===== src/rtl/mem_arbiter.sv =====
// Two-port memory arbiter: instruction cache (port 0) and data cache (port 1) share one memory.
// Non-preemptive grants with round-robin tie-break and saturating per-port completion counters.
module mem_arbiter #(
    parameter int BIT_W  = 32,
    parameter int ADDR_W = 32
) (
    input  logic                 i_clk,
    input  logic                 i_rst,
    input  logic                 i_p0_cen,
    input  logic                 i_p0_wen,
    input  logic [ADDR_W-1:0]    i_p0_addr,
    input  logic [BIT_W*4-1:0]   i_p0_wdata,
    output logic [BIT_W*4-1:0]   o_p0_rdata,
    output logic                 o_p0_stall,
    input  logic                 i_p1_cen,
    input  logic                 i_p1_wen,
    input  logic [ADDR_W-1:0]    i_p1_addr,
    input  logic [BIT_W*4-1:0]   i_p1_wdata,
    output logic [BIT_W*4-1:0]   o_p1_rdata,
    output logic                 o_p1_stall,
    output logic                 o_mem_cen,
    output logic                 o_mem_wen,
    output logic [ADDR_W-1:0]    o_mem_addr,
    output logic [BIT_W*4-1:0]   o_mem_wdata,
    input  logic [BIT_W*4-1:0]   i_mem_rdata,
    input  logic                 i_mem_stall,
    output logic                 o_busy,
    output logic [15:0]          o_p0_grants,
    output logic [15:0]          o_p1_grants
);

    typedef enum logic [1:0] {
        IDLE   = 2'd0,
        GRANT0 = 2'd1,
        GRANT1 = 2'd2
    } state_t;

    state_t      state_q, state_d;
    logic        last_gnt_q, last_gnt_d;
    logic [15:0] p0_grants_q, p0_grants_d;
    logic [15:0] p1_grants_q, p1_grants_d;

    logic gnt0, gnt1;
    assign gnt0 = (state_q == GRANT0);
    assign gnt1 = (state_q == GRANT1);

    // NOTE: every always_comb output gets a default first so no path can infer a latch.
    always_comb begin
        state_d     = state_q;
        last_gnt_d  = last_gnt_q;
        p0_grants_d = p0_grants_q;
        p1_grants_d = p1_grants_q;
        case (state_q)
            IDLE: begin
                if (i_p0_cen && i_p1_cen) begin
                    // Tie goes to the port that was not served last.
                    state_d = last_gnt_q ? GRANT0 : GRANT1;
                end else if (i_p0_cen) begin
                    state_d = GRANT0;
                end else if (i_p1_cen) begin
                    state_d = GRANT1;
                end
            end
            GRANT0: begin
                if (!i_p0_cen) begin
                    state_d = IDLE;
                end else if (!i_mem_stall) begin
                    state_d    = IDLE;
                    last_gnt_d = 1'b0;
                    if (p0_grants_q != 16'hFFFF) p0_grants_d = p0_grants_q + 16'd1;
                end
            end
            GRANT1: begin
                if (!i_p1_cen) begin
                    state_d = IDLE;
                end else if (!i_mem_stall) begin
                    state_d    = IDLE;
                    last_gnt_d = 1'b1;
                    if (p1_grants_q != 16'hFFFF) p1_grants_d = p1_grants_q + 16'd1;
                end
            end
            default: state_d = IDLE;
        endcase
    end

    // NOTE: state is sequential, so it is updated with non-blocking assignments only.
    always_ff @(posedge i_clk or posedge i_rst) begin
        if (i_rst) begin
            state_q     <= IDLE;
            last_gnt_q  <= 1'b1;
            p0_grants_q <= 16'd0;
            p1_grants_q <= 16'd0;
        end else begin
            state_q     <= state_d;
            last_gnt_q  <= last_gnt_d;
            p0_grants_q <= p0_grants_d;
            p1_grants_q <= p1_grants_d;
        end
    end

    // Memory side is a straight mux of the granted port; zero while idle.
    always_comb begin
        o_mem_cen   = 1'b0;
        o_mem_wen   = 1'b0;
        o_mem_addr  = '0;
        o_mem_wdata = '0;
        if (gnt0) begin
            o_mem_cen   = i_p0_cen;
            o_mem_wen   = i_p0_wen;
            o_mem_addr  = i_p0_addr;
            o_mem_wdata = i_p0_wdata;
        end else if (gnt1) begin
            o_mem_cen   = i_p1_cen;
            o_mem_wen   = i_p1_wen;
            o_mem_addr  = i_p1_addr;
            o_mem_wdata = i_p1_wdata;
        end
    end

    assign o_p0_stall  = i_p0_cen & ~(gnt0 & ~i_mem_stall);
    assign o_p1_stall  = i_p1_cen & ~(gnt1 & ~i_mem_stall);
    assign o_p0_rdata  = gnt0 ? i_mem_rdata : '0;
    assign o_p1_rdata  = gnt1 ? i_mem_rdata : '0;
    assign o_busy      = (state_q != IDLE);
    assign o_p0_grants = p0_grants_q;
    assign o_p1_grants = p1_grants_q;

endmodule


===== config.mk =====
export PLATFORM = sky130hd
export DESIGN_NAME = mem_arbiter
export DESIGN_NICKNAME = d
export VERILOG_FILES = /design/src/rtl/mem_arbiter.sv
export SDC_FILE = /design/constraint.sdc
export NUM_CORES = 1
export LEC_CHECK = 0
export ABC_AREA = 1
export CORE_AREA = 10 10 346 348
export CTS_BUF_LIST = sky130_fd_sc_hd__clkbuf_4 sky130_fd_sc_hd__clkbuf_8
export CTS_CLUSTER_DIAMETER = 150
export DETAILED_ROUTE_END_ITERATION = 8
export DIE_AREA = 0 0 356 358
export SYNTH_ARGS = -nofsm -noshare
export SYNTH_HDL_FRONTEND = slang
export SYNTH_SLANG_ARGS = --single-unit
export TNS_END_PERCENT = 20

===== constraint.sdc =====
create_clock -name i_clk -period 1.55 [get_ports i_clk]
set_input_delay 0.2325 -clock i_clk [delete_from_list [all_inputs] [get_ports i_clk]]
set_output_delay 0.2325 -clock i_clk [all_outputs]
set_load 0.02 [all_outputs]

# ---- Word-level counts from Yosys, hierarchy flattened
# Cells that the tools add are included.
dict set report op_classes {
  add_sub_neg 2
  eq_ne 9
  n_mux 23
  bitwise_logic 7
  n_reduce_logical 7
}
# cell n
set op_table {}
lappend op_table {{$mux W128} 4}
lappend op_table {{$mux W32} 2}
lappend op_table {{$add A16 B1 Y16 const B} 2}
lappend op_table {{$ne A16 B16 Y1 const B} 2}
lappend op_table {{$mux W2} 7}
lappend op_table {{$mux W1} 8}
lappend op_table {{$ne A2 B2 Y1 const B} 4}
lappend op_table {{$reduce_and A4 Y1} 2}
lappend op_table {{$pmux W2 S3} 1}
lappend op_table {{$reduce_and A5 Y1} 1}
lappend op_table {{$and A1 B1 Y1} 4}
lappend op_table {{$ne A4 B4 Y1 const B} 1}
lappend op_table {{$reduce_bool A2 Y1} 2}
lappend op_table {{$not A1 Y1} 3}
lappend op_table {{$eq A2 B1 Y1 const B} 1}
lappend op_table {{$eq A2 B2 Y1 const B} 1}
lappend op_table {{$logic_not A2 Y1} 1}
lappend op_table {{$pmux W1 S2} 1}
lappend op_table {{$logic_and A1 B1 Y1} 1}
dict set report totals {
  regBits 35
  in_bits 455
  output_inout_bits 453
}

# ---- Depth between registers and ports, before layout
# Gate-level depths: netlist (run 1).
dict set report depth {
  word_depth 4
  depth_mapped 10
}

# ---- Worst setup path after synthesis (run 1)
# Ideal clock, no wire load.
dict set report synth_path {
  path_type {register to register}
  start {register p1_grants_q[0], in the netlist o_p1_grants[0]}
  end {register p1_grants_q[5], in the netlist o_p1_grants[5]}
  setup_ns 0.118
  arrival_time_ns 1.475
  required_time_ns 1.432
  path_slack_ns -0.043
  stages_incl_launch_ff 10
  n_path_buf 1
  period_less_slack_ns 1.593
  cell_sequence {dfrtp_1 -> ha_1 -> nand2_1 -> nor2_4 -> nand2_2 -> nor2_2 -> nor2_2 -> buf_4 -> nand3_1 -> nand2_1}
}
dict set report synth_between {
  elab_chain_len 2
  elab_cells_between_ends 3
  classes_between {add/sub (1); eq/ne (1); reduce/logical (1)}
}
# item line
set synth_rtl {}
lappend synth_rtl {{start, declared} 41} ;# logic [15:0] p1_grants_q, p1_grants_d;
lappend synth_rtl {{start signal, assigned} 97} ;# p1_grants_q <= p1_grants_d;
lappend synth_rtl {{branches (longest 2 deep; another with $add A16 B1 Y16)} n/a}
# Parallel ways; which one is timed is not known.
# A chain may end at the register's enable or synchronous reset.

# ---- Worst setup path in the final report (run 1)
dict set report layout_path {
  start {register state_q[0]}
  end {output port o_mem_wdata[56]}
}
dict set report layout_between {
  elab_chain_len 3
  elab_cells_between_ends 4
  classes_between {eq/ne (2); mux (2)}
}
# item line
set layout_rtl {}
lappend layout_rtl {{start, declared} 38} ;# state_t state_q, state_d;
lappend layout_rtl {{start signal, assigned} 94} ;# state_q <= state_d;
lappend layout_rtl {{$eq A2 B2 Y1} 45} ;# assign gnt1 = (state_q == GRANT1);
lappend layout_rtl {{$mux W128} 112} ;# end else if (gnt1) begin
lappend layout_rtl {{$mux W128 *} 107} ;# if (gnt0) begin
lappend layout_rtl {{end, declared} 24} ;# output logic [BIT_W*4-1:0] o_mem_wdata,
# Mark *: on every way between the ends. The rest lies on a longest branch, timed or not.

==> impl_metrics.csv, run 1 <==
group,metric,value,unit
clock_network,clk_latency,0.30,ns
pwr,switching_share,53.0,%
place,hpwl,95400,um
global_route,grt_use_met2,28.3,%
logic_synthesis,synth_fp_nets,1757,
timing,timing.fmax,475,MHz
setup_path,worst-setup-path-type,"flop to primary output",
worst_hold_path,hold_path_class,"input pin to asynchronous set/reset pin",
clock_network,postCtsHoldBufs,0,
clock_network,cts_buffers,5,
pwr,switchingPower,0.0177,W
drt,wirelength,108000,um
drt,dr_total_vias,13580,
clock_network,clock_sinks,35,
status,violations,"setup timing",
setup_path,end_kind,"primary output",
pwr,ir_drop,0.847,mV
layout,syn2layout_area_growth,258,%
logic_synthesis,synthFlopType,"dfrtp_1",
pwr,seqPwrFrac,3.6,%
drt,routedWlPerCell,28.1,um
layout,layout-drive-gt1-share,36.4,%
layout,instances_no_fill,3860,
global_route,grtUsageMet1,16.0,%
logic_synthesis,synth_seq_cells,35,
global_route,grt_max_degree,55,
drt,drc,0,
logic_synthesis,synth.distinct_cells,25,
logic_synthesis,synth-xor-area-share,1.11,%
place,place_ws,-0.591,ns
die,fp.dieH,358,um
die,core,112000,um^2
global_route,grt_overflow,0,
die,ios,908,
timing,setup_viol_count_final,483,
logic_synthesis,synth_area,6330,um^2
place,dpl.cell_count,3773,
clock_network,cts.clk_slew.worst_paths,0.09,ns
status,status,"finished with violations",
logic_synthesis,seq_area_frac_synth,13.9,%
logic_synthesis,synth_enable_flop_cells,0,
timing,finalCritPeriodShare,136,%
clock_network,cts_tree,"yes",
pwr,clockPowerShare,2.7,%
timing,fin_crit,2.10,ns
logic_synthesis,synth_top_cell_by_area,"nand3_1",
global_route,grt_pass1_wl,135000,um
logic_synthesis,synth_commonest_cells,"nand3_1, nand2_1, nor2_1",
clock_network,cts_buffer_depth,2,
timing,maxSlewViolCount,0,
drt,drtIter0Drc,979,
logic_synthesis,synth_area_per_cell,4.87,um^2
global_route,antenna_found_initial,63,
logic_synthesis,synthAdderAreaFrac,0.395,%
logic_synthesis,async_flop_share,100,%
place,gp_routability_congestion,0.947,
drt,firstDrtPassIters,6,
timing,rsz0062_at_grt,"yes",
drt,via_per_inst,3.52,
timing,finalHoldViolations,0,
global_route,busiest_layer,"met2",
global_route,first_global_vias,13545,
logic_synthesis,yosys.area.top_type_share,29.0,%
drt,ant_nets,0,
logic_synthesis,syn_inst,1300,
die,initial_core_util,5.63,%
logic_synthesis,synth_top_family_by_area,"simple AND/OR/NAND/NOR gates",
pwr,cellPowerDensity,1470,nW/um^2
pwr,p_comb_share,93.7,%
logic_synthesis,yosys.area_share.simple,66.5,%
die,dieArea,127000,um^2
job,max_cap_violations,0,
logic_synthesis,muxShareOfSynthArea,0,%
global_route,grt_util_met3,7.98,%
logic_synthesis,synth_compound_area_share,0.672,%
timing,worst_slew_pin_slew,0.530,ns
setup_path,crit_arrival,1.87,ns
timing,setup_slack,-0.555,ns
pwr,power.internal,0.0156,W
logic_synthesis,yosysWarnings,0,
setup_path,cp-start-kind,"flop",
setup_path,crit_fanout,8,
logic_synthesis,synth.area.top_cells,"nand3_1, nand2_1, nor2_1, dfrtp_1, inv_1",
layout,final.fill_count,12545,
setup_path,required,1.32,ns
die,rows,123,
global_route,grt.total_usage,15.7,%
clock_network,cts_root_buf,"clkbuf_8",
timing,relSlewSlack,64.6,%
timing,setup_tns,-184.45,ns
place,io_buffers,907,
timing,finClkSkew,0.0177,ns
pwr,leakage,10.1,nW
timing,hold_ws,0.280,ns
clock_network,h-tree-depth,2,
logic_synthesis,synth.most_common_cell,"nand3_1",
layout,finalNetCount,2802,
die,die_w,356,um
==> flip-flops by register name (all words and copies together) (netlist names) <==
signal,count
last_gnt_q,1
o_p0_grants,16
o_p1_grants,16
state_q,2
==> area by class of cell <==
| cell class | instances | area [um^2] | area share, % |
|---|---|---|---|
| timing repair buffer | 1143 | 13400 | 59.4 |
| multi-input combinational | 998 | 5660 | 25.0 |
| tap | 1500 | 1880 | 8.29 |
| sequential | 35 | 887 | 3.92 |
| inverter | 162 | 628 | 2.77 |
| clock buffer | 5 | 68.8 | 0.304 |
| clock inverter | 3 | 46.3 | 0.204 |
| antenna | 14 | 35.0 | 0.155 |
==> power by group through the flow <==
stage | Sequential (W) | Combinational [W] | Clock, W
final | 0.00120 | 0.0312 | 0.000886
after floorplan | 0.00124 | 0.00917 | 0
after detailed placement | 0.00120 | 0.0275 | 0
after global routing | 0.00122 | 0.0329 | 0.000971
after CTS | 0.00121 | 0.0298 | 0.000922
after global placement | 0.00120 | 0.0275 | 0
==> critical path, cell delays in order, from the launching register on <==
cell and delay, ns:
dfrtp_4 0.56, inv_12 0.15, buf_16 0.16, buf_12 0.14, clkbuf_16 0.16, nand3_1 0.10
nand2_2 0.12, buf_12 0.15
==> cell families after synthesis <==
logic type               Yosys count
XOR/XNOR                           8
adder cells (fa/ha/maj)            2
buffers and inverters            269
AND/OR/NAND/NOR                  979
flip-flops                        35
AO/OA/AOI/OAI                      7
==> path summary, 6_finish.rpt <==
| check | from | end | slack [ns] | cells after the start |
|---|---|---|---|---|
| setup / recovery | state_q[0]$_DFFE_PP0P_ | o_mem_wdata[56] | -0.55 | 7 |
| hold / removal | i_rst | o_p1_grants[3]$_DFFE_PP0P_ | 0.28 | 3 |
| setup reg to reg | state_q[1]$_DFFE_PP0P_ | o_p1_grants[12]$_DFFE_PP0P_ | -0.26 | 9 |
| hold reg to reg | last_gnt_q$_DFFE_PP1P_ | last_gnt_q$_DFFE_PP1P_ | 0.51 | 2 |
| max in group asynchronous | i_rst | last_gnt_q$_DFFE_PP1P_ | 0.99 | 3 |
| min in group i_clk | last_gnt_q$_DFFE_PP1P_ | last_gnt_q$_DFFE_PP1P_ | 0.51 | 2 |
==> timing repair <==
item                                   CTS  global route
resized for setup                      857           490
setup endpoints to repair              485           485
endpoints found under the hold margin    0             0
cloned                                  16             4
buffers inserted                        36            13
pin swaps                               18            22
==> per-stage QoR <==
stage,area (um^2),util (%),power (W)
2_1_floorplan,6330,-,0.0104
3_3_place_gp,20000,17.8,0.0287
3_5_place_dp,20000,17.8,0.0287
4_1_cts,21400,19.1,0.0319
5_1_grt,22600,20.1,0.0351
6_report,22600,20.2,0.0333
==> cells in the final DEF (no fill, tap or decap), drive strengths merged <==
cell type / count
dfrtp: 34
o31a: 1
clkbuf: 23
and3: 1
nor2: 297
clkdlybuf4s15: 24
buf: 552
nand4: 4
nand2: 305
clkinvlp: 1
dlygate4sd2: 63
inv: 163
xnor2: 2
o22ai: 1
xor2: 6
o21ai: 4
ha: 2
nand3: 369
diode: 14
bufinv: 1
bufbuf: 3
dfstp: 1
a21boi: 1
clkdlybuf4s50: 483
nand3b: 5
==> metal layers <==
layer,vias to the layer above,share of wire (%),wire [um]
li1,6181,-,-
met1,6391,34,37000
met2,756,50,53800
met3,172,12,13100
met4,80,3.5,3750
met5,-,0.52,563
No activity file was read; power rests on OpenSTA's default activity.
==> inputs of run 2 (changes only) <==
--- a/config.mk
+++ b/config.mk
@@ -6,11 +6,12 @@
 export NUM_CORES = 1
 export LEC_CHECK = 0
 export ABC_AREA = 1
-export CORE_AREA = 10 10 346 348
+export CORE_AREA = 2 2 357 359
 export CTS_BUF_LIST = sky130_fd_sc_hd__clkbuf_4 sky130_fd_sc_hd__clkbuf_8
 export CTS_CLUSTER_DIAMETER = 150
 export DETAILED_ROUTE_END_ITERATION = 8
-export DIE_AREA = 0 0 356 358
+export DIE_AREA = 0 0 359 361
+export SLEW_MARGIN = 10
 export SYNTH_ARGS = -nofsm -noshare
 export SYNTH_HDL_FRONTEND = slang
 export SYNTH_SLANG_ARGS = --single-unit
==> constraint.sdc (replaced) <==
create_clock -name i_clk -period 2.4 [get_ports i_clk]
set_input_delay 0.36 -clock i_clk [delete_from_list [all_inputs] [get_ports i_clk]]
set_output_delay 0.36 -clock i_clk [all_outputs]
set_load 0.02 [all_outputs]
==> run 2 against run 1 <==
Clock skew down 0.011 ns. Global-route usage down 3.2 points. Critical path type unchanged. Cell count shrank 0.41%. The run still ends with setup timing left. Design area fell by 18%. Highest routed layer unchanged. Flip-flop and latch count unchanged. First-iteration DRC count unchanged. Sequential power shrank 33%. Count of clock-buffer cells in the layout is the same.
==> impl_metrics.csv, run 2 (synthesis results as in run 1) <==
group,metric,value,unit
status,status,"finished with violations",
status,violations,"setup timing",
layout,final.fill_count,14479,
place,io_buffers,907,
setup_path,crit_buf_inv,3,
die,core,125000,um^2
place,place_ws,0.106,ns
timing,relSlewSlack,61.3,%
drt,routedWlPerCell,22.7,um
timing,timing.fmax,396,MHz
setup_path,end_kind,"primary output",
setup_path,r2r_cells,8,
timing,fin_crit,2.53,ns
die,dieArea,130000,um^2
setup_path,setup.worst_path.start,"state_q[1]$_DFFE_PP0P_",
drt,wirelength,87400,um
place,dpl.cell_count,3822,
timing,rsz0062_at_grt,"yes",
timing,finClkSkew,0.00644,ns
drt,dr_total_vias,12545,
setup_path,r2r_slack,0.30,ns
timing,setup_slack,-0.127,ns
global_route,grt_pass1_wl,109000,um
global_route,grt.total_usage,12.5,%
timing,worst_slew_pin_slew,0.579,ns
global_route,antenna_found_initial,52,
setup_path,crit_fanout,46,
setup_path,critPathCapture,"o_mem_wdata[65]",
layout,regArea,885,um^2
layout,mostFrequentLayoutCells,"clkdlybuf4s50_1, nand3_1, nand2_1",
die,fp.dieH,361,um
layout,multiInputGateArea,4410,um^2
worst_hold_path,hold_path_class,"input pin to asynchronous set/reset pin",
setup_path,required,2.04,ns
clock_network,cts_buffers,5,
layout,layout-drive-gt1-share,10.5,%
setup_path,critPathMaxStageDelay,0.61,ns
setup_path,cp.depth,5,
place,hpwl,78000,um
clock_network,cts_tree,"yes",
layout,syn2layout_area_growth,195,%
drt,ant_nets,0,
clock_network,h-tree-depth,2,
setup_path,cp-start-kind,"flop",
die,initial_core_util,5.05,%
timing,finalCritPeriodShare,105,%
clock_network,cts.clk_slew.worst_paths,0.08,ns
setup_path,timing.rr.end,"o_p0_grants[2]$_DFFE_PP0P_",
job,max_cap_violations,0,
layout,mostFrequentLayoutCell,"clkdlybuf4s50_1",
pwr,ir_drop,0.324,mV
pwr,cellPowerDensity,840,nW/um^2
clock_network,cts_buffer_depth,2,
drt,via_per_inst,3.26,
die,ios,908,
die,rows,130,
setup_path,slowest_stage,"clkdlybuf4s50_1",
global_route,grt_max_degree,56,
setup_path,r2r-start,"state_q[1]$_DFFE_PP0P_",
clock_network,cts_root_buf,"clkbuf_8",
timing,setup_viol_count_final,25,
timing,maxSlewViolCount,0,
setup_path,crit_arrival,2.17,ns
clock_network,clk_latency,0.31,ns
die,die_w,359,um
drt,drtIter0Drc,979,
setup_path,worst-setup-path-type,"flop to primary output",
global_route,grt_overflow,0,
layout,finalNetCount,2639,
setup_path,cp_common_cell,"buf_12",
setup_path,crit_chain,"buf_12, buf_12, nand3_1, nand2_1, clkdlybuf4s50_1",
drt,drc,0,
pwr,leakage,9.66,nW
layout,instances_no_fill,3844,
place,gp_routability_congestion,0.986,
drt,firstDrtPassIters,5,
timing,finalHoldViolations,0,
global_route,first_global_vias,11749,
setup_path,crit_family,"buffers and inverters",
clock_network,clock_sinks,35,
==> run 2: cell count changes in the layout (fill, tap and decap cells not counted), moves of 33 or more <==
cell,change
dlymetal6s2s_1,+47
nor2_4,-103
nand2_1,+59
nand2_2,-48
buf_6,-90
dlygate4sd2_1,+162
nor2_1,+124
buf_4,-135
buf_12,-110
clkdlybuf4s50_1,+33
==> run 2: final cells by class <==
cell class | instances | share of cell area [%]
clock buffer | 5 | 0.369
timing repair buffer | 982 | 56.5
inverter | 162 | 3.32
clock inverter | 2 | 0.201
sequential | 35 | 4.74
multi-input combinational | 996 | 23.7
antenna | 12 | 0.161
tap | 1650 | 11.1
==> run 2: repair_timing <==
item                                   CTS  global route
resized for setup                      245            64
setup endpoints to repair              302            82
cloned                                   1             1
endpoints found under the hold margin    0             0
buffers inserted                         0             1
hold buffers                             0             0
==> run 2: worst min path at each step <==
| stage | slack [ns] | depth (start not counted) | to | from |
|---|---|---|---|---|
| after floorplan | 0.46 | 2 | last_gnt_q$_DFFE_PP1P_ | last_gnt_q$_DFFE_PP1P_ |
| after global placement | 0.48 | 2 | last_gnt_q$_DFFE_PP1P_ | last_gnt_q$_DFFE_PP1P_ |
| after detailed placement | 0.49 | 2 | last_gnt_q$_DFFE_PP1P_ | last_gnt_q$_DFFE_PP1P_ |
| after CTS | 0.44 | 3 | o_p1_grants[11]$_DFFE_PP0P_ | i_rst |
| after global routing | 0.47 | 3 | o_p1_grants[9]$_DFFE_PP0P_ | i_rst |
| final | 0.42 | 3 | o_p1_grants[13]$_DFFE_PP0P_ | i_rst |
==> run 2: per-stage QoR <==
stage / hold slack (ns) / TNS [ns] / utilization (%) / instance area (um^2) / total power [W]
floorplan: 0.465 / 0 / - / 6330 / 0.00672
global placement: 0.479 / 0 / 14.8 / 18500 / 0.0160
detailed placement: 0.491 / 0 / 14.8 / 18500 / 0.0159
CTS: 0.436 / -7.65 / 14.7 / 18400 / 0.0159
global route: 0.470 / -3.13 / 14.8 / 18600 / 0.0165
finish: 0.417 / -1.44 / 14.9 / 18600 / 0.0157
==> run 2: report_power, final <==
| group | switching [W] | leakage [nW] | internal (W) | total [W] |
|---|---|---|---|---|
| sequential | 0.000127 | 0.474 | 0.000672 | 0.000799 |
| combinational | 0.00860 | 9.13 | 0.00571 | 0.0143 |
| clock | 0.000254 | 0.0503 | 0.000304 | 0.000558 |
| total | 0.00898 | 9.66 | 0.00668 | 0.0157 |
==> run 2: per-layer routing <==
metal	global-route usage, %	up-vias	part of all wire [%]
met5	0	-	0.35
met4	1.75	44	1.5
met3	5.42	89	11
met2	20.6	696	46
met1	15.4	5893	41
li1	-	5823	-
==> run 2: tightest hold or removal path: cells and delay by family <==
kind,cells,cell delay (ns)
buf+inv,3,0.78
==> inputs of run 3 (changes only) <==
--- a/config.mk
+++ b/config.mk
@@ -11,7 +11,6 @@
 export CTS_CLUSTER_DIAMETER = 150
 export DETAILED_ROUTE_END_ITERATION = 8
 export DIE_AREA = 0 0 359 361
-export SLEW_MARGIN = 10
 export SYNTH_ARGS = -nofsm -noshare
 export SYNTH_HDL_FRONTEND = slang
 export SYNTH_SLANG_ARGS = --single-unit
==> results of run 3 <==
Final layout, timing and power as in run 2 (identical DEF).
